File: config.mk
export PLATFORM = sky130hd
export DESIGN_NAME = fetch_stage
export DESIGN_NICKNAME = d
export VERILOG_FILES = /design/src/rtl/fetch_stage_pkg.sv /design/src/rtl/fetch_stage.sv
export SDC_FILE = /design/constraint.sdc
export NUM_CORES = 1
export LEC_CHECK = 0
export BUFFER_PORTS_ARGS = -buffer_cell sky130_fd_sc_hd__buf_4
export CAP_MARGIN = 20
export CORE_MARGIN = 2
export CORE_UTILIZATION = 25
export CTS_CLUSTER_DIAMETER = 80
export DETAILED_ROUTE_END_ITERATION = 10
export GPL_TIMING_DRIVEN = 0
export PLACE_DENSITY = 0.5
export SLEW_MARGIN = 0
export SYNTH_ARGS = -nofsm -noshare
export SYNTH_HDL_FRONTEND = slang
export SYNTH_SLANG_ARGS = --single-unit
File: constraint.sdc
create_clock -name clk -period 21.6 [get_ports clk]
set_clock_uncertainty 0.2 [all_clocks]
set_input_delay 3.24 -clock clk [delete_from_list [all_inputs] [get_ports clk]]
set_output_delay 3.24 -clock clk [all_outputs]
set_load 0.01 [all_outputs]
File: src/rtl/fetch_stage_pkg.sv
// -----------------------------------------------------------------------------
// fetch_stage_pkg
//
// Shared core definitions for the instruction fetch stage:
//   CORE_NOP_INSTR   bubble encoding (addi x0,x0,0). The all-zero word is a
//                    real opcode and is never treated as a bubble.
//   CORE_RESET_PC    default first byte address fetched after reset.
//   fetch_state_t    fetch FSM state encoding (RUN, JWAIT, REFILL).
//   word_align()     forces a byte address onto a 32-bit word boundary.
// -----------------------------------------------------------------------------
package fetch_stage_pkg;

    localparam logic [31:0] CORE_NOP_INSTR = 32'h0000_0013;
    localparam logic [31:0] CORE_RESET_PC  = 32'h0000_0000;

    typedef enum logic [1:0] {
        ST_RUN    = 2'd0,
        ST_JWAIT  = 2'd1,
        ST_REFILL = 2'd2
    } fetch_state_t;

    // Redirect targets may arrive with stray low bits; fetch only ever
    // addresses whole words.
    function automatic logic [31:0] word_align(input logic [31:0] addr);
        return addr & 32'hFFFF_FFFC;
    endfunction

endpackage

File: src/rtl/fetch_stage.sv
// -----------------------------------------------------------------------------
// fetch_stage
//
// Instruction fetch front end in front of a synchronous instruction BRAM
// (read data returns one cycle after imem_en). Presents one instruction per
// cycle to decode, holds it across downstream stalls, and redirects on a
// branch mispredict or a resolved jalr.
//
// Parameters
//   RESET_PC       first byte address fetched after reset
//   NOP_INSTR      bubble presented whenever no valid instruction exists
//
// Ports
//   clk            clock, all state on the rising edge
//   rst            synchronous active-high reset
//   stall          downstream hold; presented instruction/PC must not change
//   branch_wrong   mispredict flush pulse (highest priority after rst)
//   branch_target  correct PC, valid with branch_wrong
//   stall_jalr     decode is holding a jalr; fetch waits for its target
//   jalr_done      jalr target resolved pulse
//   jalr_target    jalr destination, valid with jalr_done
//   imem_addr      word-aligned byte address to the BRAM
//   imem_en        BRAM read enable
//   imem_rdata     BRAM read data (one cycle after imem_en)
//   instr_raw      instruction presented to decode
//   pc_out         byte PC of instr_raw (0 while a bubble is presented)
// -----------------------------------------------------------------------------
module fetch_stage
    import fetch_stage_pkg::*;
#(
    parameter logic [31:0] RESET_PC  = CORE_RESET_PC,
    parameter logic [31:0] NOP_INSTR = CORE_NOP_INSTR
) (
    input  logic        clk,
    input  logic        rst,
    input  logic        stall,
    input  logic        branch_wrong,
    input  logic [31:0] branch_target,
    input  logic        stall_jalr,
    input  logic        jalr_done,
    input  logic [31:0] jalr_target,
    output logic [31:0] imem_addr,
    output logic        imem_en,
    input  logic [31:0] imem_rdata,
    output logic [31:0] instr_raw,
    output logic [31:0] pc_out
);

    // Control state
    fetch_state_t state_q;
    fetch_state_t state_d;
    logic [31:0]  pc_q;
    logic [31:0]  pc_d;
    logic         rd_valid;
    logic         rd_valid_d;
    logic         hold_valid;
    logic         hold_valid_d;

    // Data state (no reset needed: always qualified by a valid flag)
    logic [31:0]  rd_pc;
    logic [31:0]  rd_pc_d;
    logic [31:0]  hold_instr;
    logic [31:0]  hold_instr_d;
    logic [31:0]  hold_pc;
    logic [31:0]  hold_pc_d;

    // A BRAM read is launched at pc_q this cycle
    logic         issue;

    // -------------------------------------------------------------------------
    // Next-state logic. Priority: branch_wrong > jalr_done > stall_jalr >
    // stall > normal advance (rst is applied in the register process).
    // -------------------------------------------------------------------------
    always_comb begin
        state_d      = state_q;
        pc_d         = pc_q;
        rd_valid_d   = 1'b0;
        rd_pc_d      = rd_pc;
        hold_valid_d = hold_valid;
        hold_instr_d = hold_instr;
        hold_pc_d    = hold_pc;
        issue        = 1'b0;

        if (branch_wrong) begin
            pc_d         = word_align(branch_target);
            hold_valid_d = 1'b0;
            state_d      = ST_REFILL;
        end else if (jalr_done) begin
            pc_d         = word_align(jalr_target);
            hold_valid_d = 1'b0;
            state_d      = ST_REFILL;
        end else begin
            unique case (state_q)
                ST_REFILL: begin
                    // First read at the new PC; a bubble is presented meanwhile.
                    issue   = 1'b1;
                    state_d = ST_RUN;
                end
                ST_JWAIT: begin
                    // Nothing fetched until the jalr target is known.
                    state_d = ST_JWAIT;
                end
                ST_RUN: begin
                    if (stall_jalr) begin
                        // The instruction behind the jalr is wrong-path: drop it
                        // and keep pc_q so nothing further is fetched.
                        hold_valid_d = 1'b0;
                        state_d      = ST_JWAIT;
                    end else if (stall) begin
                        // BRAM data is only valid for one cycle, so the
                        // presented instruction is captured on the first stall
                        // cycle and replayed from the hold register afterwards.
                        if (!hold_valid && rd_valid) begin
                            hold_valid_d = 1'b1;
                            hold_instr_d = imem_rdata;
                            hold_pc_d    = rd_pc;
                        end
                    end else begin
                        // Release cycle still shows the hold contents while the
                        // read at pc_q lands next cycle: no gap, no repeat.
                        issue        = 1'b1;
                        hold_valid_d = 1'b0;
                    end
                end
                default: begin
                    state_d = ST_REFILL;
                end
            endcase
        end

        if (issue) begin
            rd_valid_d = 1'b1;
            rd_pc_d    = pc_q;
            pc_d       = pc_q + 32'd4;
        end
    end

    // -------------------------------------------------------------------------
    // Control registers
    // -------------------------------------------------------------------------
    always_ff @(posedge clk) begin
        if (rst) begin
            state_q    <= ST_REFILL;
            pc_q       <= RESET_PC;
            rd_valid   <= 1'b0;
            hold_valid <= 1'b0;
        end else begin
            state_q    <= state_d;
            pc_q       <= pc_d;
            rd_valid   <= rd_valid_d;
            hold_valid <= hold_valid_d;
        end
    end

    // -------------------------------------------------------------------------
    // Data registers
    // -------------------------------------------------------------------------
    always_ff @(posedge clk) begin
        rd_pc      <= rd_pc_d;
        hold_instr <= hold_instr_d;
        hold_pc    <= hold_pc_d;
    end

    // -------------------------------------------------------------------------
    // Outputs. rst gates them directly so a bubble is shown from the very
    // first reset cycle, before the registers have been cleared.
    // -------------------------------------------------------------------------
    always_comb begin
        imem_addr = pc_q;
        imem_en   = issue && !rst;

        if (rst) begin
            instr_raw = NOP_INSTR;
            pc_out    = 32'd0;
        end else if (hold_valid) begin
            instr_raw = hold_instr;
            pc_out    = hold_pc;
        end else if (rd_valid) begin
            instr_raw = imem_rdata;
            pc_out    = rd_pc;
        end else begin
            instr_raw = NOP_INSTR;
            pc_out    = 32'd0;
        end
    end

endmodule
---- After elaboration in Yosys (flattened, before gate mapping) ----
Cells that the tools add are included.
storage, ports and cells
  output and inout bits ................... 97
  word-level logic and storage cells ...... 44
  input port bits ......................... 102
  bits in registers ....................... 132
cells by class
  reductions and logical operators ........ 9
  mux-type cells .......................... 20
  add/subtract/negate cells ............... 1
  eq/ne operators ......................... 4
  bitwise operators ....................... 3
operator list
  cell                     number
  $mux W32                 9
  $add A32 B3 Y32 const B  1
  $mux W1                  8
  $pmux W2 S3              1
  $reduce_and A6 Y1        1
  $ne A3 B1 Y1 const B     1
  $not A1 Y1               3
  $reduce_bool A3 Y1       1
  $reduce_or A3 Y1         1
  $eq A2 B1 Y1 const B     1
  $eq A2 B2 Y1 const B     1
  $logic_and A1 B1 Y1      2
  $logic_not A1 Y1         2
  $logic_not A2 Y1         1
  $mux W2                  1
  $ne A2 B2 Y1 const B     1
  $pmux W1 S2              1
  $reduce_and A2 Y1        1

---- Longest topological paths before layout ----
Gate-level depths: netlist (run 1).
  depth after elaboration ................. 6
  gate-level depth with buffers ........... 7
  depth with buffers taken out ............ 6

---- Worst setup path before layout (run 1) ----
No wires, ideal clock.
  path kind ............................... input to register
  start point ............................. in jalr_done
  end point ............................... reg hold_instr[0] (enable)
  data required time ...................... 20.765 ns
  library setup time ...................... 0.635 ns
  cell stages on the path ................. 4
  buffers on the path ..................... 2
  arrival time ............................ 9.827 ns
  slack ................................... 10.938 ns
  cells stage by stage .................... clkbuf_1 or2_2 clkbuf_1 nor4_1
between the ends
  word-level cells in the longest chain between the ends .. 2
ends and longest elaborated chain
  element                      line                text
  start: declaration           fetch_stage.sv:40   input logic jalr_done,
  $not A1 Y1 (no line)         n/a
  $reduce_and A6 Y1 (no line)  n/a
  end signal: assignment       fetch_stage.sv:160  hold_instr <= hold_instr_d;
  end: declaration             fetch_stage.sv:62   logic [31:0] hold_instr;
No other way between the ends.
A chain may end at the register's enable or synchronous reset.

---- Worst setup path after layout (run 1) ----
  start point ............................. in rst
  end point ............................... out instr_raw[29]
between the ends
  word-level cells in the longest chain between the ends .. 1
ends and longest elaborated chain
  element             line                text
  start: declaration  fetch_stage.sv:35   input logic rst,
  $mux W32            fetch_stage.sv:172  if (rst) begin
  end: declaration    fetch_stage.sv:45   output logic [31:0] instr_raw,
No other way between the ends.

==> results of run 1 <==
## how the worst min path moves through the flow
stage	from	end	slack, ns	cells past startpoint
finish	rd_pc[24]	hold_pc[24]	0.24	0
global route	rd_pc[24]	hold_pc[24]	0.25	0
CTS	rd_pc[24]	hold_pc[24]	0.25	0
detailed placement	rd_pc[27]	hold_pc[27]	0.24	0
global placement	rd_pc[27]	hold_pc[27]	0.23	0
floorplan	rd_pc[10]	hold_pc[10]	0.23	0
## power groups by stage
stage               clock network [µW]  logic, µW  registers [µW]
finish                             301       58.0             279
global route                       320       64.1             281
global placement                     0       58.0             284
floorplan                            0       23.4             282
detailed placement                   0       58.9             284
CTS                                310       59.1             279
## layout make-up
class                           instances  share of cell area (%)
Buffer                                 41                   2.207
Tap cell                              285                   4.338
Sequential cell                       126                   41.89
Timing Repair Buffer                  198                   18.33
Multi-Input combinational cell        323                   25.14
Clock buffer                           20                   5.677
Inverter                               11                  0.5023
Clock inverter                         12                   1.918
## through the flow
step	hold slack, ns	util [%]
6_report	0.2436	36.42
3_5_place_dp	0.2364	33.65
4_1_cts	0.2502	36.42
2_1_floorplan	0.2273	-
5_1_grt	0.2529	36.42
3_3_place_gp	0.2330	33.24
## per-layer routing
layer | part of all wire, % | up-vias
li1 | - | 2348
met1 | 47 | 2248
met2 | 46 | 150
met3 | 5.3 | 24
met4 | 1.5 | 0
met5 | 0 | -
## sequential cells by signal, summed over array words and instances (netlist names)
| signal | count |
|---|---|
| hold_pc | 30 |
| rd_valid | 1 |
| rd_pc | 30 |
| hold_instr | 32 |
| hold_valid | 1 |
| state_q | 2 |
| imem_addr | 30 |
## logic make-up after synthesis
kind of cell    after synthesis  share of synthesized area [%]
xor+xnor                     22                          3.371
mux                           7                          1.270
other cells                   1                        0.06561
compound gates              128                          16.27
fa+ha+maj                     1                         0.2189
simple gates                161                          14.67
buf+inv                      52                          3.897
flops                       126                          60.25
## cell usage after synthesis (10+ instances only)
master / n / area share [%]
edfxtp_1: 92 / 48
nor2_1: 76 / 5.0
a22oi_1: 62 / 8.1
dfxtp_1: 34 / 12
clkbuf_1: 33 / 2.2
nand2_1: 22 / 1.4
o22ai_1: 22 / 2.4
xnor2_1: 16 / 2.5
a211oi_1: 14 / 1.8
nand3_1: 12 / 1.1
inv_1: 10 / 0.66
nor3_1: 10 / 0.88
## worst max-delay path, stage by stage
cell and delay (ns):
buf_4 0.09, clkbuf_1 0.56, clkbuf_1 0.43, nor2_1 0.11
buf_4 0.16
==> flow_summary.toml, run 1 <==
[outcome]
run_status = "finished, final reports clean"

[layout]
n_fill_cell = 2318
syn_to_final_growth_pct = 43.83
drive_gt1_share_pct = 35.29
final_common_cell = "buf_4"
fin_nets = 821
finalNonFillerCells = 1016
n_antenna_cell = 0
multi_input_area_mm2 = 0.002067
final-seq-area_mm2 = 0.003443
design_area_mm2 = 0.008220
final_cell_mix = "202 x buf_4, 92 x edfxtp_1, 76 x nor2_1"

[grt]
met2_usage_pct = 24.40
use_met1_pct = 20.57
grt_pass1_vias = 4836
use_met3_pct = 3.733
antenna_found_initial = 0
grt-busiest-layer = "met2"
grt_start_max_net_pins = 25
grt_pass1_wl_um = 27750
grt_use_total_pct = 15.32
overflow = 0

[clock_network]
post_cts_buffers = 0
cts_resized = 0
cts_buffers = 17
clock_path_buffers = 2
clock_sinks = 126
holdBufCountCts = 0
cts_root_buf = "clkbuf_16"
clkTransAtPathRegs_ns = 0.06
clk_latency_ns = 0.42
htree_num_levels = 4
cts_tree = "done"

[floorplan]
core_mm2 = 0.02257
start_util_pct = 25.32
die_h_um = 155.2
io_pins = 199
dieArea_mm2 = 0.02409
rows = 55
die_w_um = 155.2

[route]
ant_nets = 0
drt_iter0_drc = 287
dr.pass1.iters = 4
avgViaCountPerCell = 4.695
route.vias.total = 4770
avgRoutedWirePerCell_um = 17.82
wl_um = 18100
drc_errors = 0

[power]
peakVddDrop_uv = 45.35
leakagePower_uw = 0.003070
cellPowerDensity_mw_per_mm2 = 77.68
pwr-share-seq_pct = 43.7
p_switching_uw = 149.5
clockPowerShare_pct = 47.2
p_int_uw = 489.1
power.total_uw = 638.6
switching_share_pct = 23.40
comb_power_share_pct = 9.1

[setup_path]
cp_max_fo = 10
crit_type = "in -> out"
cp-endpoint = "instr_raw[29]"
r2r_end = "hold_instr[10]"
critPathRequiredTime_ns = 18.16
cp.arrival_ns = 4.60
startpoint_type = "input pin"
regToRegStartpoint = "hold_valid"
reg2reg_depth = 7
critPathLaunch = "rst"
ff2ff_setup_slack_ns = 18.58
end_kind = "output pin"

[logic_synthesis]
ys_ff_latch = 126
yosysSeqAreaShare_pct = 60.25
syn-cell-area_mm2 = 0.005715
synthArstFlopShare_pct = 0
netlist_instances = 498
synth-main-ff-cell = "edfxtp_1"
yosys_warnings = 0
synth.avg_cell_area_um2 = 11.48
synth-edff-count = 92
synth_cell_types = 53

[sta]
tightest_slew_ns = 0.7645
setup_viol = 0
setup_slack_ns = 13.56
setup_tns_ns = 0
hold_violations = 0
relSlewSlack_pct = 48.61
post-route-period-util_pct = 37.22
period_minus_slack_ns = 8.040
rsz0062_at_grt = "no"
max_freq_ghz = 0.1244
slew_viol_final = 0

[placed_design]
placed_area_mm2 = 0.007596
dp_cells = 984
place_worst_setup_slack_ns = 13.50
place_congestion = 0.7953
dp_hpwl_um = 13520
io_buffers = 189

[job]
maxCapViolCount = 0

[worst_hold_path]
hp-class = "reg -> reg"
Power figures use the tool's default switching activity.
==> inputs of run 2 (changes only) <==
==> constraint.sdc (replaced) <==
create_clock -name clk -period 8.1 [get_ports clk]
set_clock_uncertainty 0.2 [all_clocks]
set_input_delay 1.215 -clock clk [delete_from_list [all_inputs] [get_ports clk]]
set_output_delay 1.215 -clock clk [all_outputs]
set_load 0.01 [all_outputs]
==> run 2 against run 1 <==
Wire length is 4.1% higher. Largest cell class unchanged. Sequential power increased to 2.7 times the previous value. Cell count is 0.39% lower. Largest power group unchanged. Critical path depth stayed put. Global-route usage increased by 0.28 points. Clock-buffer cell count fell by 2. Sequential cell count did not move. Via count grew 2.0%. First-iteration DRC count grew 31%. Core utilization down 0.25 points.
==> flow_summary.toml, run 2 (same netlist as run 1, synthesis figures left out) <==
[route]
wl_met2_um = 8699
drt-met1-wl_um = 8839
maxUsedRoutingLayer = "met4"
avgViaCountPerCell = 4.808
route.vias.total = 4866
wl_met3_um = 1137
avgRoutedWirePerCell_um = 18.62
dr.pass1.iters = 4
drc_errors = 0
wl_um = 18850
drt_iter0_drc = 375
ant_nets = 0

[clock_network]
post_cts_buffers = 0
cts_root_buf = "clkbuf_16"
clock_sinks = 126
cts_tree = "done"
cts_buffers = 17
holdBufCountCts = 0
cts_resized = 0
clock_path_buffers = 2
clkTransAtPathRegs_ns = 0.05
clk_latency_ns = 0.42
htree_num_levels = 4

[power]
cellPowerDensity_mw_per_mm2 = 203.5
clockPowerShare_pct = 45.9
pwr-share-seq_pct = 44.8
leakagePower_uw = 0.003029
peakVddDrop_uv = 120.3
power.total_uw = 1661
comb_power_share_pct = 9.4
p_int_uw = 1270
p_switching_uw = 390.6
switching_share_pct = 23.52

[setup_path]
startpoint_type = "input pin"
ff2ff_setup_slack_ns = 5.48
cp_max_fo = 9
r2r_end = "imem_addr[8]"
end_kind = "output pin"
crit_type = "in -> out"
reg2reg_depth = 7
critPathRequiredTime_ns = 6.68
cp.arrival_ns = 2.71
regToRegStartpoint = "state_q[0]"

[layout]
final_cell_mix = "194 x buf_4, 92 x edfxtp_1, 76 x nor2_1"
n_antenna_cell = 0
largest_register_ffs = 32
drive_gt1_share_pct = 34.53
syn_to_final_growth_pct = 42.84
regMostFlops = "hold_instr"
n_fill_cell = 2331
final_common_cell = "buf_4"
design_area_mm2 = 0.008164
fin_nets = 817
finalNonFillerCells = 1012

[floorplan]
core_mm2 = 0.02257
die_h_um = 155.2
dieArea_mm2 = 0.02409
die_w_um = 155.2
io_pins = 199
start_util_pct = 25.32
rows = 55

[placed_design]
io_buffers = 189
dp_cells = 980
placed_area_mm2 = 0.007585
place_congestion = 0.7705
dp_hpwl_um = 13730

[grt]
overflow = 0
grt_use_total_pct = 15.59
grt_pass1_wl_um = 28310
grt_pass1_vias = 4831
antenna_found_initial = 0
grt_start_max_net_pins = 36

[sta]
relSlewSlack_pct = 41.32
slew_viol_final = 0
period_minus_slack_ns = 4.123
hold_violations = 0
rsz0062_at_grt = "no"
post-route-period-util_pct = 50.90
tightest_slew_ns = 0.8788
hold_ws_ns = 0.2453
setup_tns_ns = 0
setup_viol = 0
max_freq_ghz = 0.2426

[worst_hold_path]
holdPathEnd = "hold_pc[24]"
hp-class = "reg -> reg"
min-delay-start = "rd_pc[24]"
whs_path_depth = 0

[job]
maxCapViolCount = 0

[outcome]
run_status = "finished, final reports clean"
## run 2: critical path: stages
cell	delay, ns
clkbuf_1	0.25
nor2_2	0.49
nand3_1	0.38
nor2_1	0.23
buf_4	0.15
## run 2: power by group through the flow
stage | logic (µW) | registers (µW) | clock network, µW
floorplan | 62.6 | 752 | 0
global placement | 156 | 757 | 0
detailed placement | 157 | 758 | 0
CTS | 157 | 744 | 779
global route | 170 | 748 | 811
finish | 155 | 744 | 762
## run 2: how the worst max path moves through the flow
| stage | depth (start not counted) | end | from |
|---|---|---|---|
| CTS | 5 | imem_en | jalr_done |
| detailed placement | 5 | imem_en | jalr_done |
| finish | 5 | imem_en | jalr_done |
| global route | 8 | instr_raw[21] | hold_valid |
| floorplan | 4 | hold_instr[0] | jalr_done |
| global placement | 4 | hold_pc[19] | jalr_done |
## run 2: stage by stage
stage / setup WS (ns) / utilization [%]
after floorplan: 2.079 / -
after global placement: -0.1917 / 33.27
after detailed placement: 3.992 / 33.60
after CTS: 3.988 / 36.17
after global routing: 3.824 / 36.17
final: 3.977 / 36.17
## run 2: area by class of cell
type                            instances  area [µm²]  share of cell area (%)
Sequential cell                       126        3443                   42.18
Clock inverter                         14       150.1                   1.839
Timing Repair Buffer                  194        1486                   18.21
Inverter                               11       41.29                  0.5057
Clock buffer                           18       429.2                   5.257
Buffer                                 41       181.4                   2.222
Multi-Input combinational cell        323        2076                   25.43
Tap cell                              285       356.6                   4.368
## run 2: routing by layer
layer	track usage, %	vias up
li1	-	2332
met2	24.89	162
met5	0	-
met3	4.206	12
met1	21.07	2360
met4	3.976	0
==> inputs of run 3 (changes only) <==
--- a/config.mk
+++ b/config.mk
@@ -5,6 +5,7 @@
 export SDC_FILE = /design/constraint.sdc
 export NUM_CORES = 1
 export LEC_CHECK = 0
+export ABC_AREA = 1
 export BUFFER_PORTS_ARGS = -buffer_cell sky130_fd_sc_hd__buf_4
 export CAP_MARGIN = 20
 export CORE_MARGIN = 2
@@ -12,7 +13,7 @@
 export CTS_CLUSTER_DIAMETER = 80
 export DETAILED_ROUTE_END_ITERATION = 10
 export GPL_TIMING_DRIVEN = 0
-export PLACE_DENSITY = 0.5
+export PLACE_DENSITY = 0.51
 export SLEW_MARGIN = 0
 export SYNTH_ARGS = -nofsm -noshare
 export SYNTH_HDL_FRONTEND = slang
==> constraint.sdc (replaced) <==
create_clock -name clk -period 3.5 [get_ports clk]
set_clock_uncertainty 0.2 [all_clocks]
set_input_delay 0.525 -clock clk [delete_from_list [all_inputs] [get_ports clk]]
set_output_delay 0.525 -clock clk [all_outputs]
set_load 0.01 [all_outputs]
==> run 3 against run 2 <==
Synthesized cell count is 50% higher. Sequential share of layout area shrank 3.1 points. Synthesized area is 11% higher. Clock power grew 130%. Critical path type is now reg -> out. Critical endpoint is now pc_out[28].
==> flow_summary.toml, run 3 <==
[logic_synthesis]
yosys_warnings = 0
synth_area_leaders = "edfxtp_1 44%, nand2_1 17%, dfxtp_1 11%"
synth.avg_cell_area_um2 = 8.489
ys_ff_latch = 126
yosysSeqAreaShare_pct = 54.30
syn-cell-area_mm2 = 0.006341
netlist_instances = 747
synth.most_common_cell = "nand2_1"
synth_area_leader_cell = "edfxtp_1"
synthArstFlopShare_pct = 0
yosys-top-cells-count = "284 x nand2_1, 92 x edfxtp_1, 75 x a21oi_1, 53 x nor2_1, 36 x nand3_1"
synth_cell_types = 39
synth-main-ff-cell = "edfxtp_1"
synth_top_cell_area_share_pct = 43.57
synth-edff-count = 92

[clock_network]
cts_tree = "done"
clock_path_buffers = 2
cts_resized = 0
clock_sinks = 126
post_cts_buffers = 0
htree_num_levels = 4
clk_latency_ns = 0.42
clkTransAtPathRegs_ns = 0.06
holdBufCountCts = 0
cts_root_buf = "clkbuf_16"
cts_buffers = 17

[floorplan]
die_w_um = 163.3
dieArea_mm2 = 0.02665
rows = 58
io_pins = 199
die_h_um = 163.3
core_mm2 = 0.02504
start_util_pct = 25.33

[setup_path]
cp_cell_sequence = "buf_2, inv_2, nand2_1, inv_2, buf_2, nand2_1, a21oi_1, buf_4"
crit_type = "reg -> out"
cp_max_fo = 10
cp.arrival_ns = 1.95
worst_path_max_delay_cell = "dfxtp_1"
critPathTopFamily = "buffers and inverters"
end_kind = "output pin"
cp_num_buf_inv = 5
cpPeakStageDelay_ns = 0.29
startpoint_type = "flop"
critPathRequiredTime_ns = 2.77

[layout]
final-seq-area_mm2 = 0.003443
drive_gt1_share_pct = 29.50
multi_input_area_mm2 = 0.002541
syn_to_final_growth_pct = 39.13
regMostFlops = "hold_instr"
n_fill_cell = 2666
fin_nets = 1063
final_util_pct = 35.24
finalNonFillerCells = 1303
design_area_mm2 = 0.008822
final_common_cell = "nand2_1"
final_cell_mix = "284 x nand2_1, 193 x buf_4, 92 x edfxtp_1"
n_antenna_cell = 0
largest_register_ffs = 32

[placed_design]
placed_area_mm2 = 0.008232
io_buffers = 189
dp_hpwl_um = 15320
place_congestion = 0.8447
dp_cells = 1271

[sta]
setup_viol = 0
max_freq_ghz = 0.3745
slew_viol_final = 0
period_minus_slack_ns = 2.670
relSlewSlack_pct = 38.32
tightest_slew_ns = 0.9252
rsz0062_at_grt = "no"
hold_violations = 0
post-route-period-util_pct = 76.30

[grt]
overflow = 0
met2_usage_pct = 23.94
grt_start_max_net_pins = 40
grt_use_total_pct = 15.27
use_met1_pct = 21.08
grt-busiest-layer = "met2"
antenna_found_initial = 0
grt_pass1_wl_um = 30620
use_met3_pct = 3.580
grt_pass1_vias = 5408

[job]
maxCapViolCount = 0

[route]
drc_errors = 0
dr.pass1.iters = 4
wl_um = 20100
avgViaCountPerCell = 4.325
ant_nets = 0
route.vias.total = 5636
avgRoutedWirePerCell_um = 15.43
drt_iter0_drc = 352

[power]
peakVddDrop_uv = 307.3
power.total_uw = 3903
leakagePower_uw = 0.003450
cellPowerDensity_mw_per_mm2 = 442.5

[worst_hold_path]
hp-class = "in -> reg"

[outcome]
run_status = "finished, final reports clean"
[run 3: cell types whose count changed after synthesis, sizes merged, moves of 24 or more]
cell   delta
nand2   +264
a21oi    +77
a22oi    -62
inv      +31
o21ai    +25
nand3    +24
[run 3: cell families (layout without fill, tap and decap cells)]
logic type,count (synthesis),after routing,share of synthesized area (%)
AOI/OAI and AO/OA,135,135,12.51
xor gates and xnor gates,5,5,0.6907
adders and majority gates,1,1,0.1973
buffers and inverters,82,305,5.920
DFF,126,126,54.30
muxes,2,2,0.3157
other,1,4,0.05914
and+or+nand+nor,395,395,26.01
[run 3: power breakdown]
group	internal, µW	switching, µW	total, µW
clock network	1060	695	1750
logic	197	229	425
registers	1650	72.2	1730
total	2910	996	3900
[run 3: through the flow]
step | TNS [ns] | hold slack, ns | setup WS (ns)
3_3_place_gp | -60.24 | 0.2312 | -0.9752
2_1_floorplan | 0 | 0.2268 | 0.2407
4_1_cts | 0 | 0.07092 | 0.7842
6_report | 0 | 0.09322 | 0.8295
3_5_place_dp | 0 | 0.2348 | 0.6821
5_1_grt | 0 | 0.07371 | 0.6588
[run 3: final timing paths]
check	from	to	slack, ns	cells after the start
setup / recovery	hold_valid	pc_out[28]	0.83	8
hold / removal	imem_rdata[9]	hold_instr[9]	0.09	1
setup reg to reg	hold_valid	hold_instr[10]	0.85	9
hold reg to reg	rd_pc[21]	hold_pc[21]	0.25	0
[run 3: routing by layer]
metal | routed length (µm) | vias up
met3 | 1284 | 16
met2 | 8945 | 188
met5 | 0 | -
met1 | 9626 | 2515
met4 | 248 | 0
li1 | - | 2917
[run 3: area by class of cell]
class | count | share of cell area (%)
inverter | 41 | 1.886
clock inverter | 15 | 1.872
timing repair buffer | 191 | 16.54
buffer | 41 | 2.368
sequential | 126 | 39.03
clock buffer | 17 | 4.822
tap | 330 | 4.680
multi-input combinational | 542 | 28.80
[run 3: worst register-to-register path, stage by stage (launching register included)]
cell	delay [ns]
dfxtp_1	0.29
buf_2	0.18
inv_2	0.10
nand2_1	0.11
inv_2	0.16
buf_2	0.28
nand3_1	0.16
nor2_4	0.42
buf_12	0.25
buf_12	0.22
